**src/rtl/ext_pkg.sv**
```systemverilog
// Shared types for the immediate/load extension pipeline.
// Mode codes and FIFO sizing used by the core, the pipe and the bench.
package ext_pkg;

  typedef enum logic [2:0] {
    M_SIGN     = 3'd0,
    M_ZERO     = 3'd1,
    M_HIGH     = 3'd2,
    M_SIGN_SHL = 3'd3,
    M_LB       = 3'd4,
    M_LBU      = 3'd5,
    M_LH       = 3'd6,
    M_LHU      = 3'd7
  } ext_mode_e;

  localparam int FIFO_DEPTH = 2;

  function automatic logic is_half(input ext_mode_e m);
    return (m == M_LH) || (m == M_LHU);
  endfunction

endpackage

```
**src/rtl/ext_if.sv**
```systemverilog
// Request/result handshake bundle for ext_pipe.
// master drives requests and consumes results; slave is the pipe.
interface ext_if #(
  parameter int DATA_W = 32
);
  import ext_pkg::*;

  logic              in_valid;
  logic              in_ready;
  ext_mode_e         in_mode;
  logic [DATA_W-1:0] in_din;
  logic [1:0]        in_boff;
  logic              out_valid;
  logic              out_ready;
  logic [DATA_W-1:0] out_data;
  logic              out_err;

  modport master (
    output in_valid,
    output in_mode,
    output in_din,
    output in_boff,
    output out_ready,
    input  in_ready,
    input  out_valid,
    input  out_data,
    input  out_err
  );

  modport slave (
    input  in_valid,
    input  in_mode,
    input  in_din,
    input  in_boff,
    input  out_ready,
    output in_ready,
    output out_valid,
    output out_data,
    output out_err
  );

endinterface

```
**src/rtl/ext_core.sv**
```systemverilog
// Combinational immediate / load-data extension.
// Misaligned halfword loads yield zero data with err set.
module ext_core
  import ext_pkg::*;
#(
  parameter int DATA_W = 32,
  parameter int IMM_W  = 16,
  parameter int SHL    = 2
) (
  input  ext_mode_e         mode,
  input  logic [DATA_W-1:0] din,
  input  logic [1:0]        boff,
  output logic [DATA_W-1:0] data,
  output logic              err
);

  logic [IMM_W-1:0]  w_imm;
  logic [DATA_W-1:0] w_sext;
  logic [DATA_W-1:0] w_zext;
  logic [7:0]        w_byte;
  logic [15:0]       w_half;
  logic [DATA_W-1:0] w_bs;
  logic [DATA_W-1:0] w_bz;
  logic [DATA_W-1:0] w_hs;
  logic [DATA_W-1:0] w_hz;

  assign w_imm  = din[IMM_W-1:0];
  assign w_sext = {{(DATA_W-IMM_W){w_imm[IMM_W-1]}}, w_imm};
  assign w_zext = {{(DATA_W-IMM_W){1'b0}}, w_imm};

  always_comb begin
    w_byte = din[7:0];
    unique case (boff)
      2'd0: w_byte = din[7:0];
      2'd1: w_byte = din[15:8];
      2'd2: w_byte = din[23:16];
      2'd3: w_byte = din[31:24];
    endcase
  end

  assign w_half = boff[1] ? din[31:16] : din[15:0];

  assign w_bs = {{(DATA_W-8){w_byte[7]}}, w_byte};
  assign w_bz = {{(DATA_W-8){1'b0}}, w_byte};
  assign w_hs = {{(DATA_W-16){w_half[15]}}, w_half};
  assign w_hz = {{(DATA_W-16){1'b0}}, w_half};

  always_comb begin
    data = '0;
    err  = 1'b0;
    unique case (mode)
      M_SIGN:     data = w_sext;
      M_ZERO:     data = w_zext;
      M_HIGH:     data = w_zext << 16;
      M_SIGN_SHL: data = w_sext << SHL;
      M_LB:       data = w_bs;
      M_LBU:      data = w_bz;
      M_LH:       data = w_hs;
      M_LHU:      data = w_hz;
    endcase
    if (is_half(mode) && boff[0]) begin
      data = '0;
      err  = 1'b1;
    end
  end

endmodule

```
**src/rtl/ext_pipe.sv**
```systemverilog
// Extension pipe: ext_core result captured into a 2-entry FIFO
// with valid/ready on both sides and a saturating error counter.
module ext_pipe
  import ext_pkg::*;
#(
  parameter int DATA_W = 32,
  parameter int IMM_W  = 16,
  parameter int SHL    = 2
) (
  input  logic       clk,
  input  logic       reset,
  ext_if.slave       bus,
  output logic [7:0] err_cnt
);

  localparam int CW = $clog2(FIFO_DEPTH + 1);
  localparam logic [CW-1:0] DEPTH_C = CW'(FIFO_DEPTH);
  localparam logic [CW-1:0] ONE_C   = CW'(1);

  typedef struct packed {
    logic [DATA_W-1:0] data;
    logic              err;
  } ent_t;

  ent_t          r_q [FIFO_DEPTH];
  logic [CW-1:0] r_cnt;
  logic [7:0]    r_err_cnt;

  ent_t w_new;
  logic w_push;
  logic w_pop;
  logic w_rdy;
  logic w_vld;

  ext_core #(
    .DATA_W (DATA_W),
    .IMM_W  (IMM_W),
    .SHL    (SHL)
  ) u_core (
    .mode (bus.in_mode),
    .din  (bus.in_din),
    .boff (bus.in_boff),
    .data (w_new.data),
    .err  (w_new.err)
  );

  // reset gates ready so nothing is taken while held in reset
  assign w_rdy  = reset && (r_cnt < DEPTH_C);
  assign w_vld  = (r_cnt != '0);
  assign w_push = bus.in_valid && w_rdy;
  assign w_pop  = w_vld && bus.out_ready;

  assign bus.in_ready  = w_rdy;
  assign bus.out_valid = w_vld;
  assign bus.out_data  = w_vld ? r_q[0].data : '0;
  assign bus.out_err   = w_vld ? r_q[0].err  : 1'b0;
  assign err_cnt       = r_err_cnt;

  always_ff @(posedge clk or negedge reset) begin
    if (!reset) begin
      r_cnt <= '0;
    end else begin
      r_cnt <= r_cnt + CW'(w_push) - CW'(w_pop);
    end
  end

  always_ff @(posedge clk or negedge reset) begin
    if (!reset) begin
      r_err_cnt <= '0;
    end else if (w_push && w_new.err && (r_err_cnt != 8'hFF)) begin
      r_err_cnt <= r_err_cnt + 8'd1;
    end
  end

  // payload is masked by w_vld on output, so it needs no reset
  always_ff @(posedge clk) begin
    if (w_pop) begin
      if (w_push && (r_cnt == ONE_C)) begin
        r_q[0] <= w_new;
      end else begin
        r_q[0] <= r_q[1];
      end
    end else if (w_push) begin
      if (r_cnt == '0) begin
        r_q[0] <= w_new;
      end else begin
        r_q[1] <= w_new;
      end
    end
  end

endmodule

```
**src/flat_wrapper.sv**
```systemverilog
// flat-port wrapper written by rule: the top's interface ports become plain ports
module ext_pipe_flat import ext_pkg::*;
#(
  parameter int DATA_W = 32,
  parameter int IMM_W  = 16,
  parameter int SHL    = 2
)
  (clk, reset, err_cnt, bus_in_valid, bus_in_mode, bus_in_din, bus_in_boff, bus_out_ready, bus_in_ready, bus_out_valid, bus_out_data, bus_out_err);
  ext_if #(.DATA_W(DATA_W)) bus_i ();
  input  logic clk;
  input  logic reset;
  output logic [7:0] err_cnt;
  input wire logic [$bits(bus_i.in_valid)-1:0] bus_in_valid;
  input wire logic [$bits(bus_i.in_mode)-1:0] bus_in_mode;
  input wire logic [$bits(bus_i.in_din)-1:0] bus_in_din;
  input wire logic [$bits(bus_i.in_boff)-1:0] bus_in_boff;
  input wire logic [$bits(bus_i.out_ready)-1:0] bus_out_ready;
  output wire logic [$bits(bus_i.in_ready)-1:0] bus_in_ready;
  output wire logic [$bits(bus_i.out_valid)-1:0] bus_out_valid;
  output wire logic [$bits(bus_i.out_data)-1:0] bus_out_data;
  output wire logic [$bits(bus_i.out_err)-1:0] bus_out_err;
  assign bus_i.in_valid = bus_in_valid;
  assign bus_i.in_mode = bus_in_mode;
  assign bus_i.in_din = bus_in_din;
  assign bus_i.in_boff = bus_in_boff;
  assign bus_i.out_ready = bus_out_ready;
  assign bus_in_ready = bus_i.in_ready;
  assign bus_out_valid = bus_i.out_valid;
  assign bus_out_data = bus_i.out_data;
  assign bus_out_err = bus_i.out_err;
  ext_pipe #(.DATA_W(DATA_W), .IMM_W(IMM_W), .SHL(SHL)) u_core (.clk(clk), .reset(reset), .bus(bus_i), .err_cnt(err_cnt));
endmodule
```
**config.mk**
```make
export PLATFORM = sky130hd
export DESIGN_NAME = ext_pipe_flat
export DESIGN_NICKNAME = d
export VERILOG_FILES = /design/src/rtl/ext_pkg.sv /design/src/rtl/ext_if.sv /design/src/rtl/ext_core.sv /design/src/rtl/ext_pipe.sv /design/src/flat_wrapper.sv
export SDC_FILE = /design/constraint.sdc
export NUM_CORES = 1
export LEC_CHECK = 0
export ABC_AREA = 1
export ABC_CLOCK_PERIOD_IN_PS = 3200
export CAP_MARGIN = 20
export CORE_MARGIN = 1.5
export CORE_UTILIZATION = 48
export DETAILED_ROUTE_END_ITERATION = 10
export PLACE_DENSITY = 0.88
export SYNTH_ARGS = -nofsm -noshare
export SYNTH_HDL_FRONTEND = slang
export SYNTH_SLANG_ARGS = --single-unit
```
**constraint.sdc**
```tcl
create_clock -name clk -period 3.2 [get_ports clk]
set_clock_uncertainty 0.1 [all_clocks]
set_input_delay 0.48 -clock clk [delete_from_list [all_inputs] [get_ports clk]]
set_output_delay 0.48 -clock clk [all_outputs]
set_load 0.02 [all_outputs]
```
==> results of run 1 <==
cells by family (layout without fill, tap and decap cells):
group                    Yosys count  after routing  share of synthesized area
flip-flops                        76             76                      0.489
AO/OA/AOI/OAI                     46             46                     0.0559
AND/OR/NAND/NOR                  346            346                      0.319
adder cells (fa/ha/maj)            3              3                    0.00822
XOR/XNOR                           8              8                     0.0153
buffers and inverters            128            212                      0.113
routing by layer:
layer	up-vias	global-route usage	wire (µm)
met3	25	0.0361	655
met2	164	0.390	5400
met4	0	0.109	294
li1	2062	-	-
met1	1865	0.304	4970
met5	-	0	0
sequential cells by signal, indices dropped and copies added, names as in the netlist:
name	cells
u_core.r_q	66
u_core.err_cnt	8
u_core.r_cnt	2
cells in the final DEF (no fill, tap or decap), drive strengths merged, types with 2 or more instances in the layout:
cell type,Yosys,layout
ha,3,3
nand2,198,198
xor2,3,3
nand3,46,46
nor3,2,2
a21oi,9,9
o211ai,10,10
xnor2,5,5
clkinv,0,3
o21ai,27,27
nand3b,12,12
clkinvlp,0,3
inv,103,104
clkbuf,3,9
edfxtp,66,66
nand4,4,4
buf,22,10
nor2,82,82
clkdlybuf4s50,0,83
dfrtp,10,10
layout make-up:
type                    instances  share of cell area
well taps                     129              0.0283
clock inverters                 7             0.00746
inverters                     103              0.0682
multi-input cells             403               0.322
flip-flops and latches         76               0.391
clock buffers                   9              0.0217
repair buffers                 93               0.161
worst paths after layout:
check                           cells past startpoint                       endpoint
worst max-delay path                                4                  bus_out_valid
worst min-delay path                                2      u_core.r_cnt[0]$_DFF_PN0_
worst max register to register                      9    u_core.r_q[0][25]$_DFFE_PP_
worst min register to register                      2    u_core.r_q[0][12]$_DFFE_PP_
max in group asynchronous                           2  u_core.err_cnt[6]$_DFFE_PN0P_
min in group clk                                    2    u_core.r_q[0][12]$_DFFE_PP_
synthesized netlist by cell type, types with 4 or more instances:
master    number  area share
o211ai_1      10       0.016
nand3_1       46       0.050
nand2_1      192        0.16
a21oi_1        9      0.0099
edfxtp_1      66        0.43
dfrtp_1       10       0.055
nand3b_1      12       0.020
nand2_2        6      0.0082
nor2_1        78       0.064
inv_1         95       0.078
o21ai_0       26       0.028
xnor2_1        5      0.0096
buf_2         20       0.022
inv_2          7      0.0058
nor2_2         4      0.0055
worst register-to-register path, cell delays in order, from the launching register on:
cell and delay, ns:
dfrtp_1 0.43, nor2_2 0.44, buf_12 0.23, inv_1 0.08, nand2_1 0.14, nor2_2 0.06
buf_4 0.17, inv_2 0.34, nand3_1 0.17, nand2_1 0.09
stage by stage:
stage	instance area (µm²)	total power (µW)	setup WS (ns)	hold WS (ns)
6_report	5700	3800	0.564	0.349
5_1_grt	5700	4020	0.425	0.378
4_1_cts	5700	3820	0.530	0.347
3_5_place_dp	5540	3190	0.326	0.403
3_3_place_gp	5540	3130	0.392	0.392
2_1_floorplan	4570	2430	0.111	0.0844
power breakdown:
group | switching [µW] | leakage [µW] | internal, µW | total [µW]
Combinational | 999 | 0.00193 | 708 | 1710
Clock | 366 | 0.0000744 | 276 | 642
Sequential | 84.6 | 0.000756 | 1360 | 1450
==> out/results.ini, run 1 <==
[power]
peakVddDrop_uv=312
power_density_nw_per_um2=666
cellLeakagePower_uw=0.00276

[sta]
setup_viol_count_final=0
grt_setup_unrepaired=no
min_period_over_period=0.824
worst_pin_slew_ns=0.734
timing.fmax_mhz=379
hold_viol_final=0
relSlewSlack=0.509
period_needed_ns=2.64
setup_tns_ns=0
slew_viol_final=0

[routing]
ant_nets=0
drc_errors=0
routed_via_density=5.02
num_vias=4116
drt_wl_total_um=11300
initialDrtViolationCount=317
drt_first_pass_iters=5
avgRoutedWirePerCell_um=13.8

[worst_setup_path]
crit_buf_inv=3
critPathKind=reg -> out
end_kind=output pin
crit_chain=nor2_2 > buf_12 > inv_1 > clkdlybuf4s50_1
cp-startpoint=u_core.r_cnt[0]$_DFF_PN0_
cp.arrival_ns=2.06
regToRegStartpoint=u_core.r_cnt[0]$_DFF_PN0_
cp.required_ns=2.62
critPathMaxStageDelay_ns=0.53
cp_max_fo=24
ff2ff_setup_slack_ns=0.82
crit_slowest_cell=clkdlybuf4s50_1
crit_path_start_kind=register
critical_path.top_delay_family=buffers and inverters

[clocking]
clock-root-buffer=clkbuf_8
ctsLongestPathBuffers=2
clock_sinks=76
htree_num_levels=3
cts_setup_buffers=0
path_clk_slew_ns=0.08
holdBufCountCts=0
clk_latency_ns=0.35
cts_tree=built
cts_resized=0
numCtsBuffers=9

[grt]
grt_max_degree=35
grt_usage=0.235
antenna_found_initial=0
overflow=0
first_global_vias=3985
grt_pass1_wl_um=18500

[yosys]
ys_async_sr_fraction=0.132
synth_flop_cell=edfxtp_1
syn_avg_cell_area_um2=7.52
syn_area_um2=4570
yosys_register_bits=76
netlist-cell-type-count=26
seq_area_frac_synth=0.489
synth_cells=607
synth_edf_count=66
synth_nets=651
yosys_warnings=0

[floorplanning]
fp-row-count=35
die_y_um=101
core-area_um2=9240
die_area_um2=10100
boundaryPins=84
die-width_um=101
initial_core_util=0.494

[status]
status=finished clean

[finish]
multiInputGateArea_um2=1830
diodes=0
fillerInstances=831
layout-drive-gt1-share=0.0666
stdcell_count=820
finalNetCount=730
final_core_util=0.617
syn2layout_area_growth_pct=24.8
regArea_um2=2230

[place]
io_buffers=83
place_inst=804
place_congestion=0.991
detailed_place_hpwl_um=8270

[min_path]
holdCritPathClass=in -> async

[job]
cap_violations=0

(Power assumes the default switching activity.)
==> inputs of run 2 (changes only) <==
--- a/config.mk
+++ b/config.mk
@@ -6,7 +6,7 @@
 export NUM_CORES = 1
 export LEC_CHECK = 0
 export ABC_AREA = 1
-export ABC_CLOCK_PERIOD_IN_PS = 3200
+export ABC_CLOCK_PERIOD_IN_PS = 2400
 export CAP_MARGIN = 20
 export CORE_MARGIN = 1.5
 export CORE_UTILIZATION = 48
==> constraint.sdc (replaced) <==
create_clock -name clk -period 2.4 [get_ports clk]
set_clock_uncertainty 0.1 [all_clocks]
set_input_delay 0.36 -clock clk [delete_from_list [all_inputs] [get_ports clk]]
set_output_delay 0.36 -clock clk [all_outputs]
set_load 0.02 [all_outputs]
==> out/results.ini, run 2 (synthesis gave the netlist of run 1 again) <==
[worst_setup_path]
crit_buf_inv=2  ; -1
cp.required_ns=1.94  ; -0.68 ns
cp_max_fo=24  ; unchanged
critPathKind=reg -> out
end_kind=output pin
crit_path_start_kind=register
critPathMaxStageDelay_ns=0.55  ; +0.02 ns
cp.arrival_ns=1.85  ; -0.21 ns
critical_path.top_delay_family=buffers and inverters
crit_slowest_cell=clkdlybuf4s50_1
crit_chain=nor2_2 > buf_8 > nor2_1 > clkdlybuf4s50_1

[min_path]
holdCritPathClass=in -> async

[finish]
syn2layout_area_growth_pct=27.3
largest_register=u_core.r_q
largest_reg_flops=66  ; unchanged
finalNetCount=737  ; +0.96%
diodes=0  ; unchanged
multiInputGateArea_um2=1830  ; unchanged
layout_common_cells=nand2_1 (192), inv_1 (95), clkdlybuf4s50_1 (83), nor2_1 (78), edfxtp_1 (66)
layout-drive-gt1-share=0.0802  ; +0.0137
layout_commonest_cell=nand2_1
fillerInstances=777  ; -6.5%
regArea_um2=2230  ; unchanged

[sta]
worst_pin_slew_ns=0.664  ; -0.0697 ns
setup_tns_ns=0  ; unchanged
relSlewSlack=0.556  ; +0.0467
setup_viol_count_final=0  ; unchanged
slew_viol_final=0  ; unchanged
worst_slack_ns=0.0915  ; -0.473 ns
hold_viol_final=0  ; unchanged
grt_setup_unrepaired=no
min_period_over_period=0.962
whs_ns=0.221  ; -0.128 ns
timing.fmax_mhz=433
period_needed_ns=2.31

[power]
power_density_nw_per_um2=884  ; +33%
cellLeakagePower_uw=0.00282  ; +2.1%
pwr-share-seq=0.376  ; -0.005
p_int_uw=3170  ; +35%
p_switching_uw=1970  ; +36%
total_power_uw=5140  ; +35%
p_comb_frac=0.449  ; about the same
clkPwrFrac=0.175  ; +0.006
swShare=0.383  ; +0.000540
peakVddDrop_uv=351  ; +13%

[grt]
grt_pass1_wl_um=18100  ; -2.3%
antenna_found_initial=0  ; unchanged
overflow=0  ; unchanged
grt_max_degree=35  ; unchanged
grt_usage=0.232  ; -0.00344
first_global_vias=3839  ; -3.7%

[clocking]
path_clk_slew_ns=0.08  ; about the same
clock_sinks=76  ; unchanged
clock-root-buffer=clkbuf_8
holdBufCountCts=0  ; unchanged
clk_latency_ns=0.36  ; about the same
htree_num_levels=3  ; unchanged
numCtsBuffers=9  ; unchanged
cts_tree=built
ctsLongestPathBuffers=2  ; unchanged
cts_setup_buffers=0  ; unchanged

[floorplanning]
die-width_um=101  ; unchanged
core-area_um2=9240  ; unchanged
initial_core_util=0.494  ; unchanged
die_y_um=101  ; unchanged
die_area_um2=10100  ; unchanged
boundaryPins=84  ; unchanged
fp-row-count=35  ; unchanged

[place]
place_congestion=0.984  ; -0.72%
dp_slack_ns=-0.0226  ; -0.348 ns
detailed_place_hpwl_um=8510  ; +2.9%
io_buffers=83  ; unchanged

[routing]
avgRoutedWirePerCell_um=13.7  ; -0.65%
drt_wl_total_um=11300  ; +0.19%
num_vias=4204  ; +2.1%
drc_errors=0  ; unchanged
drt_first_pass_iters=6  ; +1
ant_nets=0  ; unchanged
initialDrtViolationCount=331  ; +4.4%
routed_via_density=5.08  ; +1.3%

[status]
status=finished clean

[job]
cap_violations=0  ; unchanged

-- run 2: path summary, 6_finish.rpt --
| check | start | to | slack (ns) | cells past startpoint |
|---|---|---|---|---|
| max in group asynchronous | reset | u_core.r_cnt[1]$_DFF_PN0_ | 1.83 | 2 |
| hold / removal | reset | u_core.err_cnt[4]$_DFFE_PN0P_ | 0.22 | 2 |
| setup reg to reg | u_core.r_cnt[0]$_DFF_PN0_ | u_core.r_q[0][0]$_DFFE_PP_ | 0.45 | 6 |
| min in group clk | u_core.r_q[0][41]$_DFFE_PP_ | u_core.r_q[0][8]$_DFFE_PP_ | 0.41 | 2 |
| hold reg to reg | u_core.r_q[0][41]$_DFFE_PP_ | u_core.r_q[0][8]$_DFFE_PP_ | 0.41 | 2 |
| setup / recovery | u_core.r_cnt[0]$_DFF_PN0_ | bus_out_data[26] | 0.09 | 4 |
-- run 2: stage by stage --
step                      area, µm²  instances   util
after global placement         5630        811  0.609
after global routing           5810        827  0.629
final                          5810        827  0.629
after floorplan                4580        607      -
after detailed placement       5630        811  0.609
after CTS                      5810        827  0.629
-- run 2: layout make-up --
| class | instances | share of cell area |
|---|---|---|
| inverter | 103 | 0.0669 |
| clock buffer | 9 | 0.0213 |
| multi-input combinational | 403 | 0.316 |
| tap | 129 | 0.0278 |
| timing repair buffer | 100 | 0.175 |
| clock inverter | 7 | 0.00969 |
| sequential | 76 | 0.384 |
-- run 2: per-layer routing --
layer / vias to the layer above / track usage / routed length (µm)
li1: 2068 / - / -
met1: 1905 / 0.287 / 4660
met2: 206 / 0.392 / 5570
met3: 25 / 0.0368 / 842
met4: 0 / 0.118 / 267
met5: - / 0 / 0
-- run 2: what timing repair did --
action	CTS	global route
endpoints found under the setup margin	1	3
gates resized for setup	1	1
pin swaps	0	0
-- run 2: power by group through the flow --
stage	logic, µW	registers [µW]	clock network (µW)
floorplan	1270	1970	0
global placement	2220	1940	0
detailed placement	2290	1960	0
CTS	2310	1930	912
global route	2510	1960	965
finish	2310	1930	897
-- run 2: worst reg2reg max path, stage by stage (launching register included) --
cell	delay, ns
dfrtp_1	0.43
nor2_2	0.22
inv_1	0.08
nand2_1	0.12
nor2_2	0.09
nor2_1	0.52
nor2_1	0.11
==> inputs of run 3 (changes only) <==
--- a/config.mk
+++ b/config.mk
@@ -8,6 +8,7 @@
 export ABC_AREA = 1
 export ABC_CLOCK_PERIOD_IN_PS = 2400
 export CAP_MARGIN = 20
+export CORE_ASPECT_RATIO = 2
 export CORE_MARGIN = 1.5
 export CORE_UTILIZATION = 48
 export DETAILED_ROUTE_END_ITERATION = 10
==> out/results.ini, run 3 (synthesis gave the netlist of run 1 again) <==
[clocking]
cts_resized=0  ; -1
cts_tree=built
htree_num_levels=3  ; unchanged
holdBufCountCts=0  ; unchanged
path_clk_slew_ns=0.06  ; -0.02 ns
ctsLongestPathBuffers=2  ; unchanged
cts_setup_buffers=0  ; unchanged
clock-root-buffer=clkbuf_16
clock_sinks=76  ; unchanged
clk_latency_ns=0.33  ; -0.03 ns
numCtsBuffers=9  ; unchanged

[place]
place_congestion=0.911  ; -7.4%
io_buffers=83  ; unchanged
placed_area_um2=5600  ; -0.38%
detailed_place_hpwl_um=9550  ; +12%
dp_slack_ns=-0.0476  ; -0.0251 ns

[worst_setup_path]
cp.required_ns=1.94  ; about the same
critPathMaxStageDelay_ns=0.55  ; about the same
crit_buf_inv=2  ; unchanged
regToRegStartpoint=u_core.r_cnt[1]$_DFF_PN0_
cp.arrival_ns=1.81  ; -0.04 ns
crit_chain=nor2_2 > buf_4 > nor2_1 > clkdlybuf4s50_1
end_kind=output pin
crit_path_start_kind=register
cp-startpoint=u_core.r_cnt[0]$_DFF_PN0_
crit_slowest_cell=clkdlybuf4s50_1
critPathKind=reg -> out
cp_max_fo=21  ; -13%
critical_path.top_delay_family=buffers and inverters

[routing]
initialDrtViolationCount=322  ; -2.7%
routed_via_density=5.30  ; +4.3%
ant_nets=0  ; unchanged
drc_errors=0  ; unchanged
avgRoutedWirePerCell_um=15.5  ; +13%
drt_wl_total_um=12400  ; +9.8%
num_vias=4267  ; +1.5%
drt_first_pass_iters=5  ; -1

[floorplanning]
die_area_um2=10100  ; +0.35%
boundaryPins=84  ; unchanged
initial_core_util=0.490  ; -0.00431
die-width_um=72.0  ; -28%
die_y_um=141  ; +40%
fp-row-count=50  ; +43%
core-area_um2=9320  ; +0.88%

[grt]
met1_usage=0.258  ; -0.0290
top_usage_layer=met2
grtUsageMet2=0.483  ; +0.0915
grt_usage=0.261  ; +0.0294
grt_pass1_wl_um=20400  ; +13%
grt_max_degree=35  ; unchanged
first_global_vias=4372  ; +14%
antenna_found_initial=0  ; unchanged
overflow=0  ; unchanged
grt_util_met3=0.0300  ; -0.00673

[finish]
finalNetCount=740  ; +0.41%
diodes=0  ; unchanged
fillerInstances=771  ; -0.77%
syn2layout_area_growth_pct=29.9
layout_common_cells=nand2_1 (192), inv_1 (95), clkdlybuf4s50_1 (83), nor2_1 (78), edfxtp_1 (66)
layout_commonest_cell=nand2_1
layout-drive-gt1-share=0.0842  ; +0.00394
final_area_um2=5930  ; +2.0%
largest_reg_flops=66  ; unchanged
largest_register=u_core.r_q
final_core_util=0.636  ; +0.00713

[min_path]
holdCritPathClass=in -> async

[power]
peakVddDrop_uv=449  ; +28%
cellLeakagePower_uw=0.00290  ; +2.7%
power_density_nw_per_um2=965  ; +9.2%

[status]
status=finished clean

[sta]
relSlewSlack=0.564  ; +0.00830
whs_ns=0.278  ; +0.0574 ns
hold_viol_final=0  ; unchanged
setup_tns_ns=0  ; unchanged
setup_viol_count_final=0  ; unchanged
worst_slack_ns=0.135  ; +0.0434 ns
slew_viol_final=0  ; unchanged
grt_setup_unrepaired=no
min_period_over_period=0.944  ; -0.0181
period_needed_ns=2.27  ; -0.0434 ns
timing.fmax_mhz=441  ; +1.9%
worst_pin_slew_ns=0.647  ; -0.0168 ns

[job]
cap_violations=0  ; unchanged

==> run 3: per-layer routing <==
metal,share of wire,up-vias
met5,0,-
met3,0.043,48
met2,0.55,179
met1,0.34,1955
met4,0.061,0
li1,-,2085
==> run 3: report_power, final <==
group / internal (µW) / total [µW] / leakage (µW) / switching, µW
sequential: 1820 / 1940 / 0.000756 / 121
clock: 914 / 1440 / 0.000152 / 528
combinational: 968 / 2340 / 0.00199 / 1370
total: 3700 / 5720 / 0.00290 / 2020
==> run 3: worst paths after layout <==
path | cells after the start | to | slack [ns]
setup / recovery | 4 | bus_out_data[30] | 0.13
hold / removal | 2 | u_core.err_cnt[2]$_DFFE_PN0P_ | 0.28
setup reg to reg | 7 | u_core.r_q[0][30]$_DFFE_PP_ | 0.34
hold reg to reg | 2 | u_core.r_q[0][31]$_DFFE_PP_ | 0.42
max in group asynchronous | 2 | u_core.err_cnt[4]$_DFFE_PN0P_ | 1.77
min in group clk | 2 | u_core.r_q[0][31]$_DFFE_PP_ | 0.42
==> run 3: stage by stage <==
stage               cells  total power [µW]
floorplan             607              3250
global route          805              6020
global placement      789              4200
finish                805              5720
CTS                   805              5740
detailed placement    789              4290
==> run 3: area by class of cell <==
class                      instances  area (µm²)  area share
sequential                        76        2230       0.376
multi-input combinational        403        1830       0.309
timing repair buffer             103        1020       0.172
inverter                         103         389      0.0656
clock buffer                       9         225      0.0380
tap                              104         130      0.0219
clock inverter                     7         101      0.0171
